`src/rtl/calc_pkg.sv`:
```
// Shared constants and helpers for the keypad calculator datapath:
// operator codes, one-hot sequencer states and BCD operand conversion.
package calc_pkg;

  localparam logic [3:0] OP_ADD = 4'ha;
  localparam logic [3:0] OP_SUB = 4'hb;
  localparam logic [3:0] OP_MUL = 4'hc;
  localparam logic [3:0] OP_DIV = 4'hd;
  localparam logic [3:0] OP_EQ  = 4'he;
  localparam logic [3:0] OP_CLR = 4'hf;

  // Digit code the display formatter uses for an unlit position
  localparam logic [4:0] BLANK = 5'd16;

  localparam int OPND_BIN_W = 7;

  typedef enum logic [4:0] {
    ST_IDLE = 5'b00001,
    ST_LOAD = 5'b00010,
    ST_EXEC = 5'b00100,
    ST_CONV = 5'b01000,
    ST_DONE = 5'b10000
  } state_t;

  // tens*10 + ones as (t<<3)+(t<<1)+o; wraps for non-BCD digits, which are flagged separately
  function automatic logic [OPND_BIN_W-1:0] bcd2bin(input logic [3:0] t, input logic [3:0] o);
    return {t, 3'b000} + {2'b00, t, 1'b0} + {3'b000, o};
  endfunction

  function automatic logic digit_bad(input logic [3:0] d);
    return d > 4'd9;
  endfunction

endpackage

```
`src/rtl/bin2bcd_seq.sv`:
```
// Iterative double-dabble converter: one shift per clock, BIN_W shifts total.
// The first shift is folded into the load since a cleared BCD field needs no correction.
module bin2bcd_seq #(
  parameter int BIN_W  = 14,
  parameter int DIGITS = 4
) (
  input  logic                  clk,
  input  logic                  rst,
  input  logic                  clr,
  input  logic                  load,
  input  logic [BIN_W-1:0]      bin,
  output logic                  busy,
  output logic                  done,
  output logic [DIGITS*4-1:0]   bcd
);

  localparam int BCD_W = DIGITS * 4;
  localparam int CNT_W = $clog2(BIN_W + 1);

  logic [BIN_W-1:0] shift_reg;
  logic [BCD_W-1:0] bcd_reg;
  logic [BCD_W-1:0] bcd_adj;
  logic [CNT_W-1:0] cnt_reg;
  logic             busy_reg;
  logic             done_reg;

  genvar gi;
  generate
    for (gi = 0; gi < DIGITS; gi++) begin : g_adj
      assign bcd_adj[gi*4 +: 4] = (bcd_reg[gi*4 +: 4] >= 4'd5) ?
                                  bcd_reg[gi*4 +: 4] + 4'd3 : bcd_reg[gi*4 +: 4];
    end
  endgenerate

  always_ff @(posedge clk or posedge rst) begin
    if (rst) begin
      shift_reg <= '0;
      bcd_reg   <= '0;
      cnt_reg   <= '0;
      busy_reg  <= 1'b0;
      done_reg  <= 1'b0;
    end else if (clr) begin
      shift_reg <= '0;
      bcd_reg   <= '0;
      cnt_reg   <= '0;
      busy_reg  <= 1'b0;
      done_reg  <= 1'b0;
    end else if (load) begin
      shift_reg <= bin << 1;
      bcd_reg   <= BCD_W'(bin[BIN_W-1]);
      cnt_reg   <= CNT_W'(BIN_W - 1);
      busy_reg  <= 1'b1;
      done_reg  <= 1'b0;
    end else if (busy_reg) begin
      {bcd_reg, shift_reg} <= {bcd_adj, shift_reg} << 1;
      cnt_reg  <= cnt_reg - 1'b1;
      busy_reg <= (cnt_reg != CNT_W'(1));
      done_reg <= (cnt_reg == CNT_W'(1));
    end else begin
      done_reg <= 1'b0;
    end
  end

  assign busy = busy_reg;
  assign done = done_reg;
  assign bcd  = bcd_reg;

endmodule

```
`src/rtl/calc_alu_seq.sv`:
```
// Multi-cycle calculator ALU: BCD operands in, add/sub/shift-add mul/restoring div,
// double-dabble back to 4 BCD digits with sign and error flags, one-cycle done pulse.
module calc_alu_seq
  import calc_pkg::*;
#(
  parameter int OPND_W   = 7,
  parameter int RES_W    = 14,
  parameter int CONV_CYC = 14
) (
  input  logic       clk,
  input  logic       rst,
  input  logic       start,
  input  logic       abort,
  input  logic [3:0] op,
  input  logic [3:0] a_tens,
  input  logic [3:0] a_ones,
  input  logic [3:0] b_tens,
  input  logic [3:0] b_ones,
  output logic       busy,
  output logic       done,
  output logic [3:0] res_d3,
  output logic [3:0] res_d2,
  output logic [3:0] res_d1,
  output logic [3:0] res_d0,
  output logic       res_neg,
  output logic       err
);

  localparam int CNT_W = 4;
  localparam logic [CNT_W-1:0] MULDIV_LAST = CNT_W'(OPND_W - 1);
  localparam logic [CNT_W-1:0] CONV_LAST   = CNT_W'(CONV_CYC - 1);

  state_t state_reg, state_next;

  logic [3:0]        op_reg;
  logic [15:0]       dig_reg;
  logic [OPND_W-1:0] a_reg, b_reg;
  logic              err_pend_reg, neg_pend_reg;
  logic [CNT_W-1:0]  iter_cnt_reg;
  logic [RES_W-1:0]  acc_reg, mcand_reg;
  logic [OPND_W-1:0] mplier_reg, rem_reg, quo_reg;
  logic [15:0]       res_reg;
  logic              res_neg_reg, err_reg;

  // LOAD-cycle operand conversion and error detection
  logic [OPND_W-1:0] a_load, b_load;
  logic              op_valid, digits_bad, err_load;

  assign a_load     = bcd2bin(dig_reg[15:12], dig_reg[11:8]);
  assign b_load     = bcd2bin(dig_reg[7:4], dig_reg[3:0]);
  assign op_valid   = (op_reg == OP_ADD) || (op_reg == OP_SUB) ||
                      (op_reg == OP_MUL) || (op_reg == OP_DIV);
  assign digits_bad = digit_bad(dig_reg[15:12]) || digit_bad(dig_reg[11:8]) ||
                      digit_bad(dig_reg[7:4])   || digit_bad(dig_reg[3:0]);
  assign err_load   = !op_valid || digits_bad || ((op_reg == OP_DIV) && (b_load == '0));

  // EXEC arithmetic
  logic [RES_W-1:0]  add_r, sub_r, acc_next, exec_r, conv_bin;
  logic              a_ge_b;
  logic [OPND_W:0]   div_shift;
  logic [OPND_W+1:0] div_trial;
  logic              div_ok;
  logic [OPND_W-1:0] rem_next, quo_next;

  assign add_r     = RES_W'(a_reg) + RES_W'(b_reg);
  assign a_ge_b    = a_reg >= b_reg;
  assign sub_r     = a_ge_b ? RES_W'(a_reg - b_reg) : RES_W'(b_reg - a_reg);
  assign acc_next  = mplier_reg[0] ? acc_reg + mcand_reg : acc_reg;

  // Restoring division: bring down the next dividend bit, keep the trial if it did not borrow
  assign div_shift = {rem_reg, quo_reg[OPND_W-1]};
  assign div_trial = {1'b0, div_shift} - {2'b00, b_reg};
  assign div_ok    = ~div_trial[OPND_W+1];
  assign rem_next  = div_ok ? div_trial[OPND_W-1:0] : div_shift[OPND_W-1:0];
  assign quo_next  = {quo_reg[OPND_W-2:0], div_ok};

  // Mul/div results include the final iteration so the converter loads on the EXEC exit edge
  always_comb begin
    exec_r = '0;
    case (op_reg)
      OP_ADD:  exec_r = add_r;
      OP_SUB:  exec_r = sub_r;
      OP_MUL:  exec_r = acc_next;
      OP_DIV:  exec_r = RES_W'(quo_next);
      default: exec_r = '0;
    endcase
  end

  assign conv_bin = err_pend_reg ? '0 : exec_r;

  logic        exec_last, conv_load, conv_busy, conv_done, conv_finish;
  logic [15:0] conv_bcd;

  assign exec_last   = (state_reg == ST_EXEC) && (iter_cnt_reg == '0);
  assign conv_load   = exec_last && !abort;
  assign conv_finish = (state_reg == ST_CONV) && (iter_cnt_reg == '0) && conv_done && !conv_busy;

  bin2bcd_seq #(
    .BIN_W  (RES_W),
    .DIGITS (4)
  ) u_bin2bcd (
    .clk  (clk),
    .rst  (rst),
    .clr  (abort),
    .load (conv_load),
    .bin  (conv_bin),
    .busy (conv_busy),
    .done (conv_done),
    .bcd  (conv_bcd)
  );

  always_ff @(posedge clk or posedge rst) begin
    if (rst) begin
      state_reg <= ST_IDLE;
    end else begin
      state_reg <= state_next;
    end
  end

  always_comb begin
    state_next = state_reg;
    case (state_reg)
      ST_IDLE: if (start) state_next = ST_LOAD;
      ST_LOAD: state_next = ST_EXEC;
      ST_EXEC: if (iter_cnt_reg == '0) state_next = ST_CONV;
      ST_CONV: if (conv_finish) state_next = ST_DONE;
      ST_DONE: state_next = ST_IDLE;
      default: state_next = ST_IDLE;
    endcase
    if (abort) state_next = ST_IDLE;
  end

  always_comb begin
    busy = (state_reg != ST_IDLE);
    done = (state_reg == ST_DONE);
  end

  always_ff @(posedge clk or posedge rst) begin
    if (rst) begin
      op_reg       <= '0;
      dig_reg      <= '0;
      a_reg        <= '0;
      b_reg        <= '0;
      err_pend_reg <= 1'b0;
      neg_pend_reg <= 1'b0;
      iter_cnt_reg <= '0;
      acc_reg      <= '0;
      mcand_reg    <= '0;
      mplier_reg   <= '0;
      rem_reg      <= '0;
      quo_reg      <= '0;
      res_reg      <= '0;
      res_neg_reg  <= 1'b0;
      err_reg      <= 1'b0;
    end else if (abort) begin
      err_pend_reg <= 1'b0;
      neg_pend_reg <= 1'b0;
      iter_cnt_reg <= '0;
      acc_reg      <= '0;
      res_reg      <= '0;
      res_neg_reg  <= 1'b0;
      err_reg      <= 1'b0;
    end else begin
      case (state_reg)
        ST_IDLE: begin
          if (start) begin
            op_reg  <= op;
            dig_reg <= {a_tens, a_ones, b_tens, b_ones};
          end
        end
        ST_LOAD: begin
          a_reg        <= a_load;
          b_reg        <= b_load;
          err_pend_reg <= err_load;
          neg_pend_reg <= 1'b0;
          acc_reg      <= '0;
          mcand_reg    <= RES_W'(a_load);
          mplier_reg   <= b_load;
          rem_reg      <= '0;
          quo_reg      <= a_load;
          iter_cnt_reg <= ((op_reg == OP_MUL) || (op_reg == OP_DIV)) ? MULDIV_LAST : '0;
        end
        ST_EXEC: begin
          acc_reg    <= acc_next;
          mcand_reg  <= mcand_reg << 1;
          mplier_reg <= mplier_reg >> 1;
          rem_reg    <= rem_next;
          quo_reg    <= quo_next;
          if (iter_cnt_reg == '0) begin
            iter_cnt_reg <= CONV_LAST;
            neg_pend_reg <= (op_reg == OP_SUB) && !a_ge_b && !err_pend_reg;
          end else begin
            iter_cnt_reg <= iter_cnt_reg - 1'b1;
          end
        end
        ST_CONV: begin
          if (iter_cnt_reg != '0) begin
            iter_cnt_reg <= iter_cnt_reg - 1'b1;
          end else if (conv_finish) begin
            res_reg     <= conv_bcd;
            res_neg_reg <= neg_pend_reg;
            err_reg     <= err_pend_reg;
          end
        end
        default: ;
      endcase
    end
  end

  assign res_d3  = res_reg[15:12];
  assign res_d2  = res_reg[11:8];
  assign res_d1  = res_reg[7:4];
  assign res_d0  = res_reg[3:0];
  assign res_neg = res_neg_reg;
  assign err     = err_reg;

endmodule
```
`config.mk`:
```
export PLATFORM = sky130hd
export DESIGN_NAME = calc_alu_seq
export DESIGN_NICKNAME = d
export VERILOG_FILES = /design/src/rtl/calc_pkg.sv /design/src/rtl/bin2bcd_seq.sv /design/src/rtl/calc_alu_seq.sv
export SDC_FILE = /design/constraint.sdc
export NUM_CORES = 1
export LEC_CHECK = 0
export ABC_AREA = 1
export BUFFER_PORTS_ARGS = -buffer_cell sky130_fd_sc_hd__buf_2
export CAP_MARGIN = 5
export CORE_ASPECT_RATIO = 0.9
export CORE_MARGIN = 8
export CORE_UTILIZATION = 35
export CTS_CLUSTER_DIAMETER = 120
export DETAILED_ROUTE_END_ITERATION = 16
export PLACE_DENSITY = 0.61
export SETUP_SLACK_MARGIN = 0.1
export SLEW_MARGIN = 15
export SYNTH_ARGS = -nofsm -noshare
export SYNTH_HDL_FRONTEND = slang
export SYNTH_SLANG_ARGS = --single-unit
```
`constraint.sdc`:
```
create_clock -name clk -period 14.2 [get_ports clk]
set_input_delay 2.84 -clock clk [delete_from_list [all_inputs] [get_ports clk]]
set_output_delay 2.84 -clock clk [all_outputs]
set_load 0.03 [all_outputs]
```
==> flow_results.org, run 1 <==
** Run status
- Run status :: finished clean

** Logic synthesis
- Distinct cell type count of the synthesized netlist :: 50
- In the synthesized netlist, the number of instances is ~1,200.
- Synthesis inferred 147 register bits.
- Most used flip-flop cell after synthesis :: sky130_fd_sc_hd__dfrtp_1
- Yosys mapped a number of flops with a built-in enable equal to 0.
- Synth Net Count :: 1,262
- YS warnings :: 0
- After synthesis, the share of flip-flops with an asynchronous set or reset is 100.0%.
- Mean area per synthesized cell :: 7.872 um2
- Synthesized area :: roughly 9200 um2
- Portion of the post-synthesis area used by sequential elements :: 40.19%

** Power and ir drop
- Clock Power Share :: 23.6%
- Internal power of the cells :: 1.035 mW
- VDD sags by at most 82.25 uV.
- Register share of total power :: 31.5%
- Relative contribution of combinational cells to total power :: between 40% and 50%
- Leakage dissipation :: 5.228 nW
- Pwr Total :: 1.807 mW
- In this run switching power makes up 42.72% of total power.
- Pwr dens :: 177.1 nW/um2
- Net switching component of the power :: 771.9 uW

** STA
- The count of final hold-check violations came to 0.
- Final count of negative-setup-slack endpoints :: 0
- At the pin with the least slew margin, the transition time is 959.6 ps.
- Setup repair after global routing left no endpoint under its margin.
- Based on the critical path, the design can be clocked at up to 0.2239 GHz.
- Final period demand of the worst path :: 4467 ps
- The clock arrives with 8.856 ps of skew.
- Summed over all failing endpoints, the final setup total negative slack is 0 ps.
- Final worst path period share :: a little under a third
- The number of max-slew violations in the final report was 0.
- Final Hold Slack :: around 470 ps
- In this run the tightest slew margin relative to its limit is 35.95%.

** Floorplan
- between 40 and 50 I/O pins were placed.
- Width of the die :: 186.5 um
- Initial cell density of the core :: 35.31%
- The floorplan step defined a die boundary enclosing 31,600 um2.
- Measured along the y axis, the die boundary spans 169.4 um.
- Area of the core region :: 25,920 um2
- Rows :: 56

** Detailed routing
- Post-Route WL :: 23.19 mm
- DRC violation count after routing :: 0
- Routed length per instance :: 14.91 um
- Detail-routed via count per cell :: 4.940
- Detailed Routing Iterations Pass 1 :: 7
- Detailed-route via count :: between 7,000 and 8,000
- The count of nets left with antenna violations once routing finished came out at 0.
- For this block, the initial DRC count from the detailed router was slightly above 600.

** Critical path
- STA puts the critical path data required time at 11,360 ps.
- Crit path capture type :: output port
- Walking the worst path, the cells encountered are nor2_1 > inv_1 > nor4_1 > buf_2.
- Top fanout value on the critical path :: 3
- In this design, the stage delay of the slowest critical-path cell is 400 ps.
- For the worst setup path, the data arrival time is 1630 ps.
- Worst r2r path cells :: 11
- The slowest stage of the critical path is the sky130_fd_sc_hd__dfrtp_1 cell.
- The worst setup path is launched from a register.
- The critical path is of the reg2out type.

** Clock network
- Hold-fix buffer count after cts :: 0
- Inserted Clock Buffers :: 17
- The clock tree synthesis step divided the H-tree into 4 levels.
- For the worst-skew pair, the clock arrives at the later sink with an insertion delay of 420 ps.
- Clock tree from TritonCTS :: built
- Total setup buffers inserted after CTS :: 0
- Count of instances resized after the clock tree is built :: 0
- Clock tree buffer depth :: 2
- The clock net in this run drives a total of 147 sinks.
- CTS root buf :: sky130_fd_sc_hd__clkbuf_16
- Clock transition at the register clock pins on the worst setup and hold paths after CTS :: 60 ps

** Layout
- Most frequent cells in the layout :: 315 x sky130_fd_sc_hd__nand2_1, 154 x sky130_fd_sc_hd__inv_1, 146 x sky130_fd_sc_hd__dfrtp_1, 86 x sky130_fd_sc_hd__o21ai_0, 70 x sky130_fd_sc_hd__nand3_1
- The filler cells instantiated in the layout total approximately 2,700.
- Sequential cell area :: 3680 um2
- Compared with the post-synthesis result, the final layout area differs by 11.47%.
- Area taken by multi-input logic gates :: 4681 um2
- Post-Route Utilization :: 39.36%
- The final layout contains 1,293 nets.
- Leaving out filler cells and counting taps, the final layout contains 1,555.
- 0 antenna diodes ended up in the layout.
- Most common library cell in the layout ignoring fill and taps :: sky130_fd_sc_hd__nand2_1
- In the final layout, the share of cells above drive strength 1 is 9.362%.

** GRT
- Entering global routing, the biggest net connects 86 pins.
- Final global-route overflow total :: 0
- In the global route stage, overall resource usage came out at 14.79%.
- Number of antenna violations at the first check in global routing :: 0
- The number of global-route vias before repair was approximately 7,500.
- First-pass GRT wire length :: 38.61 mm

** Placement
- The wire-length estimate of the detail-placed layout is 17.47 mm.
- I/O Buffers :: 43
- Weighted congestion reported at the end of routability-driven placement :: 0.8571
- The number of placed instances, taps included, is 1,523.

** Job
- Max-cap violations in this run came to 0.

** Hold path
- Counting instances, the worst hold path has a depth of 2.
- The worst hold path belongs to the class reg2reg.
-- worst paths after layout --
path / startpoint / end / slack (ps)
min in group asynchronous: rst / res_reg[2]$_DFFE_PP0P_ / 2540
max in group asynchronous: rst / dig_reg[11]$_DFFE_PP0P_ / 10300
hold reg to reg: res_neg$_DFFE_PP0P_ / res_neg$_DFFE_PP0P_ / 470
hold / removal: res_neg$_DFFE_PP0P_ / res_neg$_DFFE_PP0P_ / 470
setup / recovery: state_reg[3]$_DFFE_PP0P_ / done / 9730
setup reg to reg: b_reg[0]$_DFFE_PP0P_ / u_bin2bcd.shift_reg[1]$_DFFE_PP0P_ / 11500
-- logic make-up (layout without fill, tap and decap cells) --
| logic type | Yosys count | in the layout | synth area share, % |
|---|---|---|---|
| AND/OR/NAND/NOR | 496 | 496 | 23.26 |
| AO/OA/AOI/OAI | 218 | 218 | 13.91 |
| buffers and inverters | 196 | 240 | 8.678 |
| flip-flops | 147 | 147 | 40.19 |
| adder cells (fa/ha/maj) | 75 | 75 | 10.99 |
| XOR/XNOR | 31 | 31 | 2.966 |
-- metrics by stage --
stage | instance area (um2) | worst slack [ps]
floorplan | 9155 | 7410
global placement | 9652 | 9444
detailed placement | 9652 | 9346
CTS | 10200 | 9751
global route | 10200 | 9564
finish | 10200 | 9733
-- metal layers --
layer	global-route usage (%)	vias to the layer above	wire length, um
met3	2.732	17	955
li1	-	3860	-
met1	21.13	3639	11780
met4	3.174	0	268
met2	23.07	166	10180
met5	0	-	0
-- cells in the mapped netlist, types with 2 or more instances --
cell type | n | share of area (%)
sky130_fd_sc_hd__inv_2 | 5 | 0.21
sky130_fd_sc_hd__inv_1 | 155 | 6.4
sky130_fd_sc_hd__nor2_1 | 61 | 2.5
sky130_fd_sc_hd__or2_2 | 8 | 0.55
sky130_fd_sc_hd__o22ai_1 | 27 | 1.8
sky130_fd_sc_hd__a21oi_1 | 54 | 3.0
sky130_fd_sc_hd__nor2_2 | 6 | 0.41
sky130_fd_sc_hd__o21ai_2 | 3 | 0.29
sky130_fd_sc_hd__nand2_1 | 315 | 13
sky130_fd_sc_hd__nand3_1 | 70 | 3.8
sky130_fd_sc_hd__xor2_1 | 28 | 2.7
sky130_fd_sc_hd__o221ai_1 | 13 | 1.2
sky130_fd_sc_hd__o211ai_1 | 4 | 0.33
sky130_fd_sc_hd__dfrtp_1 | 146 | 40
sky130_fd_sc_hd__o32ai_1 | 2 | 0.19
sky130_fd_sc_hd__nor3_1 | 6 | 0.33
sky130_fd_sc_hd__nor2_4 | 4 | 0.49
sky130_fd_sc_hd__o21ai_0 | 86 | 4.7
sky130_fd_sc_hd__buf_4 | 2 | 0.16
sky130_fd_sc_hd__inv_4 | 2 | 0.14
sky130_fd_sc_hd__fa_1 | 9 | 2.0
sky130_fd_sc_hd__nand4_1 | 11 | 0.75
sky130_fd_sc_hd__buf_2 | 18 | 0.98
sky130_fd_sc_hd__o31ai_1 | 2 | 0.16
sky130_fd_sc_hd__a32o_1 | 2 | 0.22
sky130_fd_sc_hd__clkbuf_1 | 11 | 0.45
sky130_fd_sc_hd__a221oi_1 | 6 | 0.57
sky130_fd_sc_hd__a21o_1 | 2 | 0.16
sky130_fd_sc_hd__o21bai_1 | 2 | 0.16
sky130_fd_sc_hd__o21ai_1 | 11 | 0.60
sky130_fd_sc_hd__ha_1 | 66 | 9.0
sky130_fd_sc_hd__buf_6 | 2 | 0.25
sky130_fd_sc_hd__xnor2_1 | 3 | 0.29
sky130_fd_sc_hd__nor4_1 | 2 | 0.14
sky130_fd_sc_hd__nand2_2 | 4 | 0.27
-- critical path: cells and delay by family, from the launching register on --
family,cells,cell delay (ps)
flops,1,400
simple gates,2,430
buf+inv,2,370
-- cell type report --
type / count / area share (%)
clock buffer: 27 / 4.929
clock inverter: 5 / 0.4904
inverter: 162 / 6.057
multi-input combinational: 820 / 45.87
sequential: 147 / 36.06
tap: 348 / 4.267
timing repair buffer: 46 / 2.330
-- power by group through the flow --
stage / clock network, mW / logic, mW / registers, mW
finish: 0.427 / 0.810 / 0.570
global route: 0.451 / 0.922 / 0.581
CTS: 0.432 / 0.806 / 0.570
detailed placement: 0 / 0.799 / 0.577
global placement: 0 / 0.792 / 0.576
floorplan: 0 / 0.632 / 0.549
Power figures use the tool's default switching activity.
==> run 2: changes to the inputs <==
clock period = 4.16 ns   (was 14.2 ns; I/O delays follow)
==> run 2 against run 1 <==
Net effect:
- final cell count is essentially flat
- utilization about the same
- sequential power grew to 3.4 times the previous value
- critical path depth is 7 higher
- total power increased to 3.4 times the previous value
==> flow_results.org, run 2 (same netlist as run 1, synthesis figures left out) <==
** Critical path
- The critical path starts at b_reg[0]$_DFFE_PP0P_.
- Worst endpoint data arrival time :: 2890 ps
- The critical path is of the reg2reg type.
- Reg-to-reg startpoint :: b_reg[0]$_DFFE_PP0P_
- Crit path capture type :: register
- The signal on the critical path passes through ha_1 > fa_1 > o21ai_1 > nand2_1 > nand2_1 > a21oi_1 > o21ai_2 > inv_1 > nor2_1 > o21ai_0 > o21ai_0.
- The number of buffers and inverters on the critical path is 1.
- Critical Path Slowest Stage Cell :: sky130_fd_sc_hd__o21ai_2
- Of all nets on the critical path, the largest fanout is 14.
- The largest single stage delay on the critical path is 420 ps.
- Required time of the critical path :: 4500 ps
- The worst setup path is launched from a register.
- For the worst flop-to-flop path, the logic depth is 11.
- Family with the most delay on the worst path :: compound AO/OA/AOI/OAI gates
- The worst register-to-register path ends at u_bin2bcd.shift_reg[1]$_DFFE_PP0P_.
- In this run the register-to-register setup slack is 1610 ps.
- The critical path ends at u_bin2bcd.shift_reg[1]$_DFFE_PP0P_.
- Total number of cells along the worst setup path :: 11

** Detailed routing
- The first routing iteration left 492 violations.
- Routed length per instance :: 14.90 um
- Dividing the detail-routed via count by the number of cells gives 4.958.
- DRC violation count after routing :: 0
- Detailed Routing Iterations Pass 1 :: 5
- Detailed-route via count :: 7,704
- Post-Route WL :: 23.15 mm
- Final antenna-violating net count :: 0

** GRT
- The number of global-route vias before repair was 7,582.
- Number of antenna violations at the first check in global routing :: 0
- Entering global routing, the biggest net connects 77 pins.
- Global routing used 15.12% of the available tracks.
- For this run the aggregate overflow at the end of global routing stands at 0.
- The first global-routing pass estimated 39.10 mm of wire.

** Floorplan
- Initial cell density of the core :: 35.31%
- Die boundary height :: 169.4 um
- Width of the die :: 186.5 um
- The floorplan step defined a core boundary enclosing 25,920 um2.
- Rows :: 56
- The die covers 31,600 um2.
- 44 I/O pins were placed.

** Layout
- Counting the fill cells in the layout gives 2,688.
- Count of inserted antenna diode cells :: 0
- Post-Route Utilization :: 39.40%
- Area grow syn2layout :: 11.56%
- Most frequent cells in the layout :: 315 x sky130_fd_sc_hd__nand2_1, 154 x sky130_fd_sc_hd__inv_1, 146 x sky130_fd_sc_hd__dfrtp_1, 86 x sky130_fd_sc_hd__o21ai_0, 70 x sky130_fd_sc_hd__nand3_1
- The net count of the finished layout is 1,294.
- After routing the design area is 10,210 um2.
- The library cell used most frequently in the layout, excluding fill and tap cells, is sky130_fd_sc_hd__nand2_1.
- Cells with a size suffix above 1 make up between 9 and 10% of the layout.

** Clock network
- Gates resized during post-CTS repair numbered 0.
- CTS root buf :: sky130_fd_sc_hd__clkbuf_16
- In this run, post-CTS hold repair placed 0 buffers.
- Clock transition at the register clock pins on the worst setup and hold paths after CTS :: 60 ps
- Inserted Clock Buffers :: 17
- In this run the number of H-tree levels came out at 4.
- The tree built by TritonCTS fans out to about 150 sinks.
- TritonCTS built the clock tree.
- Clock tree buffer depth :: 2
- Once the clock tree was built, the setup fixing pass inserted 0 buffers.
- Worst skew pair latency :: 430 ps

** Job
- Max Cap Viol :: 0

** STA
- Setup clock skew after layout :: slightly below 9 ps
- Static timing analysis puts the maximum clock frequency at 0.3914 GHz.
- The number of max-slew violations in the final report is 0.
- RSZ-0062 raised after global routing :: no
- Measured against its own limit, the worst slew margin works out to 37.10%.
- Setup violations remaining at the end of the flow were counted as 0.
- Fin Setup TNS :: 0 ps
- For the pin with the worst max-slew slack, the measured transition is around 940 ps.
- Final number of hold-violating endpoints :: 0
- Subtracting the final worst setup slack from the clock period gives 2555 ps.
- In the finished design, the share of the clock period the worst path needs comes to between 60 and 70%.

** Power and ir drop
- Leakage dissipation :: 5.208 nW
- Dividing total power by cell area gives a power density of 595.7 nW/um2.
- The worst-case IR drop observed on VDD is 342.9 uV.

** Run status
- Run status :: finished clean

** Placement
- Detailed-placement wirelength estimate :: 17.44 mm
- I/O Buffers :: 43
- Weighted congestion reported at the end of routability-driven placement :: 0.9001
- Once placement finished, the instance area stood at 9683 um2.

** Hold path
- Counting instances, the worst hold path has a depth of 2.
- The tightest min-delay check is of the reg2reg type.
run 2: cell count changes in the layout (fill, tap and decap cells not counted):
cell	delta
sky130_fd_sc_hd__clkinvlp_4	+6
sky130_fd_sc_hd__clkbuf_1	-4
sky130_fd_sc_hd__buf_12	+2
sky130_fd_sc_hd__clkinv_2	-2
sky130_fd_sc_hd__buf_4	-1
sky130_fd_sc_hd__bufinv_16	-1
sky130_fd_sc_hd__clkbuf_8	-1
sky130_fd_sc_hd__clkinv_4	+1
sky130_fd_sc_hd__inv_6	-1
run 2: per-layer routing:
metal	global-route usage [%]	vias up	share of wire (%)	wire, um
met5	0	-	0	0
met2	23.29	154	45	10310
met4	4.243	0	1.4	316
met3	2.917	21	4.0	931
li1	-	3863	-	-
met1	21.37	3666	50	11590
run 2: power by group:
part           total (mW)  switching [mW]  leakage (nW)  internal [mW]
combinational        2.75            1.80          3.04          0.955
clock                1.39           0.590         0.246          0.800
sequential           1.94           0.242          1.93           1.70
total                6.08            2.63          5.21           3.45
run 2: worst min-delay path, stage by stage (launching register included):
cell                      delay, ps
sky130_fd_sc_hd__dfrtp_1        340
sky130_fd_sc_hd__nand2_1         50
sky130_fd_sc_hd__nand2_1         50
run 2: worst min path at each step:
stage                                                  start                                  to  slack (ps)
after floorplan                       dig_reg[8]$_DFFE_PP0P_              dig_reg[8]$_DFFE_PP0P_         450
after global placement    u_bin2bcd.shift_reg[8]$_DFFE_PP0P_  u_bin2bcd.shift_reg[8]$_DFFE_PP0P_         460
after detailed placement  u_bin2bcd.shift_reg[6]$_DFFE_PP0P_  u_bin2bcd.shift_reg[6]$_DFFE_PP0P_         460
after CTS                 u_bin2bcd.shift_reg[6]$_DFFE_PP0P_  u_bin2bcd.shift_reg[6]$_DFFE_PP0P_         480
after global routing                 res_reg[10]$_DFFE_PP0P_             res_reg[10]$_DFFE_PP0P_         490
final                     u_bin2bcd.shift_reg[7]$_DFFE_PP0P_  u_bin2bcd.shift_reg[7]$_DFFE_PP0P_         480
run 2: area by class of cell:
class | instances | area, um2 | share of cell area (%)
Timing Repair Buffer | 47 | 270.3 | 2.646
Inverter | 162 | 616.8 | 6.039
Multi-Input combinational cell | 820 | 4681 | 45.83
Sequential cell | 147 | 3680 | 36.03
Tap cell | 348 | 435.4 | 4.263
Clock inverter | 8 | 56.30 | 0.5513
Clock buffer | 22 | 474.2 | 4.643
run 2: stage by stage:
step                setup slack (ps)  hold slack, ps  instances  total power [mW]
global placement                1466           462.6       1524             4.649
CTS                             1589           481.5       1554             6.095
floorplan                       1482           449.2       1163             4.032
global route                    1396           494.4       1554             6.580
detailed placement              1323           464.9       1524             4.681
finish                          1605           480.1       1554             6.084
